`src/rtl/doc_wave_mem_pkg.sv`:
```
// Shared types for the DOC5503 wave-memory responder.
package doc_wave_mem_pkg;

  // Deepest sound-RAM read pipeline the responder supports.
  localparam int unsigned RAM_LATENCY_MAX = 2;

  typedef enum logic [2:0] {
    IDLE,
    ISSUE,
    WAIT,
    DONE_DOC,
    DONE_HOST,
    REARM
  } wave_mem_state_t;

  typedef enum logic {
    SRC_DOC,
    SRC_HOST
  } wave_mem_src_t;

endpackage

```
`src/rtl/doc_wave_mem_responder.sv`:
```
// Wave-memory responder: serves DOC byte reads and a queued host
// read/write port from one synchronous sound RAM, alternating on contention.
module doc_wave_mem_responder
  import doc_wave_mem_pkg::*;
#(
  parameter int unsigned ADDR_WIDTH  = 16,
  parameter int unsigned RAM_LATENCY = 1
) (
  input  logic                  clk_i,
  input  logic                  reset_n_i,
  input  logic [ADDR_WIDTH-1:0] wave_address_i,
  input  logic                  wave_rd_i,
  output logic                  wave_data_ready_o,
  output logic [7:0]            wave_data_o,
  input  logic                  host_req_i,
  input  logic                  host_we_i,
  input  logic [ADDR_WIDTH-1:0] host_addr_i,
  input  logic [7:0]            host_data_i,
  output logic                  host_ack_o,
  output logic [7:0]            host_data_o,
  output logic                  host_ovf_o,
  output logic [ADDR_WIDTH-1:0] ram_addr_o,
  output logic                  ram_we_o,
  output logic [7:0]            ram_wdata_o,
  input  logic [7:0]            ram_rdata_i,
  output logic                  busy_o
);

  localparam int unsigned CNT_W = $clog2(RAM_LATENCY_MAX + 1);

  wave_mem_state_t       state_q, state_d;
  wave_mem_src_t         src_q;
  logic                  last_doc_q;
  logic                  pend_valid_q;
  logic                  pend_we_q;
  logic [ADDR_WIDTH-1:0] pend_addr_q;
  logic [7:0]            pend_data_q;
  logic [CNT_W-1:0]      wait_cnt_q;
  logic                  doc_elig, host_elig;
  logic                  grant_doc, grant_host;
  logic                  capture, consume;

  // Arbitration: a lone eligible source wins; on contention the source not
  // granted last time wins.
  always_comb begin
    doc_elig   = (state_q == IDLE) && wave_rd_i;
    host_elig  = (state_q == IDLE) && pend_valid_q;
    grant_doc  = doc_elig && !(host_elig && last_doc_q);
    grant_host = host_elig && !grant_doc;
    consume    = (state_q == DONE_HOST);
  end

  // State register.
  always_ff @(posedge clk_i or negedge reset_n_i) begin
    if (!reset_n_i) state_q <= IDLE;
    else            state_q <= state_d;
  end

  // Next state; with RAM_LATENCY=1 the read data is captured straight out of
  // ISSUE so WAIT is skipped and the response lands at grant+2.
  always_comb begin
    state_d = state_q;
    capture = 1'b0;
    unique case (state_q)
      IDLE: begin
        if (grant_doc || grant_host) state_d = ISSUE;
      end
      ISSUE: begin
        // ram_we_o is only ever high in ISSUE, and only for a host write.
        if (ram_we_o) begin
          state_d = DONE_HOST;
        end else if (RAM_LATENCY <= 1) begin
          capture = 1'b1;
          state_d = (src_q == SRC_DOC) ? DONE_DOC : DONE_HOST;
        end else begin
          state_d = WAIT;
        end
      end
      WAIT: begin
        if (wait_cnt_q <= CNT_W'(1)) begin
          capture = 1'b1;
          state_d = (src_q == SRC_DOC) ? DONE_DOC : DONE_HOST;
        end
      end
      DONE_DOC:  state_d = REARM;
      DONE_HOST: state_d = IDLE;
      REARM: begin
        if (!wave_rd_i) state_d = IDLE;
      end
      default:   state_d = IDLE;
    endcase
  end

  // RAM command, grant bookkeeping, latency counter and read-data capture.
  always_ff @(posedge clk_i or negedge reset_n_i) begin
    if (!reset_n_i) begin
      src_q       <= SRC_HOST;
      last_doc_q  <= 1'b0;
      ram_addr_o  <= '0;
      ram_we_o    <= 1'b0;
      ram_wdata_o <= '0;
      wait_cnt_q  <= '0;
      wave_data_o <= '0;
      host_data_o <= '0;
    end else begin
      if (grant_doc || grant_host) begin
        src_q      <= grant_doc ? SRC_DOC : SRC_HOST;
        last_doc_q <= grant_doc;
        ram_addr_o <= grant_doc ? wave_address_i : pend_addr_q;
        ram_we_o   <= grant_host && pend_we_q;
        if (grant_host && pend_we_q) ram_wdata_o <= pend_data_q;
      end else begin
        ram_we_o <= 1'b0;
      end
      if (state_q == ISSUE)     wait_cnt_q <= CNT_W'(RAM_LATENCY - 1);
      else if (state_q == WAIT) wait_cnt_q <= wait_cnt_q - CNT_W'(1);
      if (capture) begin
        if (src_q == SRC_DOC) wave_data_o <= ram_rdata_i;
        else                  host_data_o <= ram_rdata_i;
      end
    end
  end

  // One-entry host request slot; a request arriving while it is occupied
  // (and not being freed this cycle) is dropped and flagged.
  always_ff @(posedge clk_i or negedge reset_n_i) begin
    if (!reset_n_i) begin
      pend_valid_q <= 1'b0;
      pend_we_q    <= 1'b0;
      pend_addr_q  <= '0;
      pend_data_q  <= '0;
      host_ovf_o   <= 1'b0;
    end else if (host_req_i) begin
      if (pend_valid_q && !consume) begin
        host_ovf_o <= 1'b1;
      end else begin
        pend_valid_q <= 1'b1;
        pend_we_q    <= host_we_i;
        pend_addr_q  <= host_addr_i;
        pend_data_q  <= host_data_i;
      end
    end else if (consume) begin
      pend_valid_q <= 1'b0;
    end
  end

  assign wave_data_ready_o = (state_q == DONE_DOC);
  assign host_ack_o        = (state_q == DONE_HOST);
  assign busy_o            = (state_q != IDLE);

endmodule

```
`config.mk`:
```
export PLATFORM = sky130hd
export DESIGN_NAME = doc_wave_mem_responder
export DESIGN_NICKNAME = d
export VERILOG_FILES = /design/src/rtl/doc_wave_mem_pkg.sv /design/src/rtl/doc_wave_mem_responder.sv
export SDC_FILE = /design/constraint.sdc
export NUM_CORES = 1
export LEC_CHECK = 0
export ABC_AREA = 1
export CORE_ASPECT_RATIO = 0.8
export CORE_MARGIN = 2
export CORE_UTILIZATION = 47
export CTS_CLUSTER_DIAMETER = 40
export DETAILED_ROUTE_END_ITERATION = 8
export PLACE_DENSITY_LB_ADDON = 0.2
export SLEW_MARGIN = 30
export SYNTH_ARGS = -nofsm -noshare
export SYNTH_HDL_FRONTEND = slang
export SYNTH_SLANG_ARGS = --single-unit
```
`constraint.sdc`:
```
create_clock -name clk_i -period 1.9 [get_ports clk_i]
set_clock_uncertainty 0.15 [all_clocks]
set_input_delay 0.38 -clock clk_i [delete_from_list [all_inputs] [get_ports clk_i]]
set_output_delay 0.38 -clock clk_i [all_outputs]
set_load 0.005 [all_outputs]
```
* Yosys cells after proc, flatten, opt, wreduce, memory -nomap -nowiden
Cells that the tools add are included.
** Word-level totals
- Bits in registers :: 75
- Bits of input ports :: 53
- Output and inout port bits :: 45
- Word-level logic and storage cells :: 66
** Cells by class
- Add/sub/neg operators :: 1
- Magnitude comparators :: 1
- Equal/unequal tests :: 9
- Multiplexer cells :: 17
- Bitwise operators :: 2
- Reduce and logical (&&, ||, !) cells :: 22
** Operator list (number)
- 16-bit two-way mux :: 1
- 3-bit two-way mux :: 5
- 3-bit one-hot mux with 5 select lines :: 1
- 2-bit AND reduction :: 6
- 1-bit logical AND :: 7
- 1-bit two-way mux :: 7
- 3-bit by 2-bit == test with 1-bit output (second input constant) :: 2
- 3-bit == test (second input constant) :: 2
- 2-bit != test (second input constant) :: 3
- 2-bit two-way mux :: 2
- 2-bit nonzero test :: 2
- 3-bit by 1-bit == test with 1-bit output (second input constant) :: 1
- 1-bit logical NOT :: 3
- 3-bit logical NOT :: 1
- 3-bit AND reduction :: 1
- 3-bit nonzero test :: 1
- 2-bit by 1-bit less-or-equal comparator with 1-bit output (second input constant) :: 1
- 2-bit by 1-bit != test with 1-bit output (second input constant) :: 1
- 1-bit inverter :: 2
- 1-bit one-hot mux with 2 select lines :: 1
- 2-bit by 1-bit subtractor with 2-bit output (second input constant) :: 1
- 1-bit logical OR :: 1

* Depth between registers and ports, before layout
- Depth in word-level cells :: 10
- Mapped depth :: 8
- Mapped depth without buffers :: 8

* Worst setup path before layout
Ideal clock, no wire load.
- Path type :: flip-flop to flip-flop
- Start :: reg state_q[0]
- End :: reg ram_addr_o[10]
- Setup time :: 0.124 ns
- Arrival time :: 1.305 ns
- Required time :: 1.626 ns
- Slack :: 0.321 ns
- Stages on the path, launching flop included :: 8
- Path buffers :: 1
- Clock period less this slack :: 1.579 ns
- Cell sequence :: dfrtp_1 > nor2_4 > nand2_2 > nor2_8 > nor2_4 > buf_4 > nand2_1 > nand3_1
** On the way
- Word-level cells in the longest chain between the ends :: 8
- Elaborated cells between the ends (all ways) :: 10
- Classes of those cells :: mux (1); reduce/logical (9)
** Ends and longest elaborated chain
- start, declared :: line doc_wave_mem_responder.sv:31 : wave_mem_state_t state_q, state_d;
- start signal, assigned :: line doc_wave_mem_responder.sv:56 : else state_q <= state_d;
- 3-bit logical NOT (*) :: line doc_wave_mem_responder.sv:46, doc_wave_mem_responder.sv:47
- 1-bit logical AND :: line doc_wave_mem_responder.sv:47 : host_elig = (state_q == IDLE) && pend_valid_q;
- 1-bit logical AND :: line doc_wave_mem_responder.sv:48 : grant_doc = doc_elig && !(host_elig && last_doc_q);
- 1-bit logical NOT :: line doc_wave_mem_responder.sv:48
- 1-bit logical AND :: line doc_wave_mem_responder.sv:48
- 1-bit logical NOT :: line doc_wave_mem_responder.sv:49 : grant_host = host_elig && !grant_doc;
- 1-bit logical AND :: line doc_wave_mem_responder.sv:49
- 1-bit logical OR :: line doc_wave_mem_responder.sv:106 : if (grant_doc || grant_host) begin
- end signal, assigned :: line doc_wave_mem_responder.sv:109 : ram_addr_o <= grant_doc ? wave_address_i : pend_addr_q;
- end, declared :: line doc_wave_mem_responder.sv:22 : output logic [ADDR_WIDTH-1:0] ram_addr_o,
Mark *: on every way between the ends. The rest lies on a longest branch, timed or not.
A chain may end at the register's enable or synchronous reset.

* Worst setup path after layout
- Start :: reg state_q[2]
- End :: out host_ack_o
** On the way
- Word-level cells in the longest chain between the ends :: 1
** Ends and longest elaborated chain
- 3-bit == test :: line doc_wave_mem_responder.sv:148 : assign host_ack_o = (state_q == DONE_HOST);
- end, declared :: line doc_wave_mem_responder.sv:19 : output logic host_ack_o,
Every way passes these cells.

==> results.tsv <==
stage	metric	value	unit
yosys	synthCells	367	
die	dieWidth	96.08	um
clock_tree	h-tree-depth	3	
layout	ff_latch_area	0.001881	mm2
sta	slew_headroom	69.81	%
route	wl_per_cell	13.90	um
min_path	hp-class	reg2reg	
worst_setup_path	start_kind	register	
die	dieArea	0.007462	mm2
sta	finalHoldViolations	0	
layout	layout_commonest_cell	nand2_1	
worst_setup_path	critPathKind	reg2out	
route	drt_pass1_iterations	4	
die	die_h	77.67	um
clock_tree	clkTransAtPathRegs	0.07	ns
layout	layout_common_cells	169 x nand2_1, 93 x clkdlybuf4s50_1, 72 x dfrtp_1	
layout	n_fill_cell	503	
route	antenna_left	0	
worst_setup_path	crit_arrival	1.30	ns
yosys	synth_area	0.003188	mm2
sta	whs	0.3241	ns
sta	setup-tns-final	0	ns
sta	post-route-period-util	96.33	%
pwr	ir_drop	754.6	uV
route	drt-initial-drc-count	173	
layout	drive_above_1_share	14.23	%
die	core	0.006474	mm2
global_route	grt_pass1_vias	2735	
pwr	leakagePower	2.339	nW
layout	area_growth	47.14	%
route	via_per_inst	4.995	
clock_tree	clock-sinks	75	
clock_tree	cts_tree	done	
worst_setup_path	cp_max_fo	3	
run	drv_cap	0	
yosys	avgSynthCellArea	8.687	um2
layout	layout.cells.non_filler	583	
layout	post-route-util	72.46	%
die	rows	26	
yosys	ys_seq_area_share	58.91	%
placed_design	hpwl	5718	um
sta	worst_slew_pin_slew	0.4512	ns
yosys	synth_cell_types	22	
sta	worst_slack	0.06982	ns
global_route	grt_pass1_wl	12820	um
die	io_pins	98	
placed_design	dp_cells	552	
placed_design	dpl_worst_slack	0.01805	ns
global_route	grt_use_total	22.41	%
global_route	antenna_found_initial	0	
clock_tree	cts_root_buffer	clkbuf_8	
sta	finalSetupViolCount	0	
sta	fmax	546.4	MHz
worst_setup_path	cp.required	1.37	ns
layout	n_antenna_cell	0	
global_route	grt_max_degree	36	
sta	rsz0062_at_grt	no	
yosys	yosysWarningCount	0	
route	drc	0	
die	floorplan.initialDensity	49.25	%
clock_tree	cts_buffers	9	
route	vias	2912	
placed_design	gp_routability_congestion	0.8407	
run_status	status	finished clean	
sta	maxSlewViolCount	0	
global_route	grt_overflow	0	
clock_tree	clock_latency	0.35	ns
yosys	ys_ff_latch	75	
pwr	p_per_area	1665	mW/mm2
layout	num-nets-final	549	
placed_design	io_buffers	97	
route	drt_wl_total	8106	um
worst_setup_path	end_kind	output pin	
sta	timing.final.crit_period	1.830	ns
yosys	syn-num-nets	421	
clock_tree	clockBufferDepth	2	
layout	multi_input_area	0.001202	mm2
cells by family after synthesis:
| group | synth area share (%) |
|---|---|
| DFF | 58.91 |
| and+or+nand+nor | 34.81 |
| buffers and inverters | 3.846 |
| AOI/OAI and AO/OA | 2.041 |
| adders and majority gates | 0.3924 |
state kept, by name, indices dropped and copies added (netlist names):
name,cells
wait_cnt_q,2
pend_we_q,1
pend_data_q,8
host_ovf_o,1
pend_addr_q,16
state_q,3
host_data_o,8
ram_wdata_o,8
ram_addr_o,16
ram_we_o,1
pend_valid_q,1
src_q,1
last_doc_q,1
wave_data_o,8
synthesized netlist by cell type:
| library cell | number | area [um2] |
|---|---|---|
| dfrtp_1 | 74 | 1852 |
| buf_1 | 1 | 3.750 |
| o21ai_0 | 5 | 25.02 |
| nor2_4 | 4 | 45.04 |
| nand2_2 | 5 | 31.28 |
| o21ai_4 | 2 | 32.53 |
| ha_1 | 1 | 12.51 |
| nand2_1 | 171 | 641.9 |
| dfstp_2 | 1 | 26.28 |
| nor2_8 | 1 | 20.02 |
| o21bai_1 | 1 | 7.510 |
| nand3_2 | 1 | 10.01 |
| buf_4 | 2 | 15.01 |
| nor2_1 | 8 | 30.03 |
| clkbuf_1 | 3 | 11.26 |
| buf_6 | 1 | 11.26 |
| nand4_1 | 1 | 6.260 |
| inv_2 | 3 | 11.26 |
| clkinv_1 | 1 | 3.750 |
| inv_1 | 11 | 41.29 |
| nand3_1 | 65 | 325.3 |
| buf_2 | 5 | 25.02 |
report_power, final:
| group | internal (mW) | switching (mW) | total [mW] |
|---|---|---|---|
| clock network | 0.804 | 0.579 | 1.38 |
| logic | 1.75 | 1.84 | 3.60 |
| registers | 2.36 | 0.468 | 2.83 |
| total | 4.92 | 2.89 | 7.81 |
layer usage:
| layer | up-vias | routed length [um] | track usage, % |
|---|---|---|---|
| li1 | 1417 | - | - |
| met1 | 1390 | 3663 | 31.22 |
| met2 | 97 | 3838 | 34.38 |
| met3 | 8 | 544 | 6.893 |
| met4 | 0 | 60 | 5.429 |
| met5 | - | 0 | 0 |
critical path: stages, from the launching register on:
cell and delay (ns):
dfrtp_2 0.44, buf_4 0.14, nand2_1 0.08, nor2_1 0.05, dlygate4sd2_1 0.25
area by class of cell:
cell class	instances	share of cell area, %
sequential	75	40.09
timing repair buffer	129	26.03
multi-input combinational	265	25.63
clock buffer	11	3.228
tap	84	2.241
clock inverter	4	1.574
inverter	15	1.200
what timing repair did:
action                                 4_1_cts  5_1_grt
buffers inserted                            11        5
hold buffers                                 1        0
endpoints found under the hold margin       32        0
gates resized for setup                      5       10
pin swaps                                    2        5
setup endpoints to repair                    3        3
stage by stage:
step                      total power [mW]  cell area [um2]
after global routing                 8.397             4691
after detailed placement             6.237             4328
after CTS                            7.724             4644
after global placement               6.107             4328
after floorplan                      4.608             3188
final                                7.808             4691
path summary, 6_finish.rpt:
check | startpoint | end | slack, ns | depth (start not counted)
setup reg to reg | state_q[0] | ram_addr_o[8] | 0.08 | 7
max in group asynchronous | reset_n_i | pend_addr_q[13] | 0.67 | 3
hold reg to reg | pend_we_q | pend_we_q | 0.32 | 2
setup / recovery | state_q[2] | host_ack_o | 0.07 | 4
min in group asynchronous | reset_n_i | wait_cnt_q[1] | 0.37 | 2
hold / removal | pend_we_q | pend_we_q | 0.32 | 2
Power figures use the tool's default switching activity.
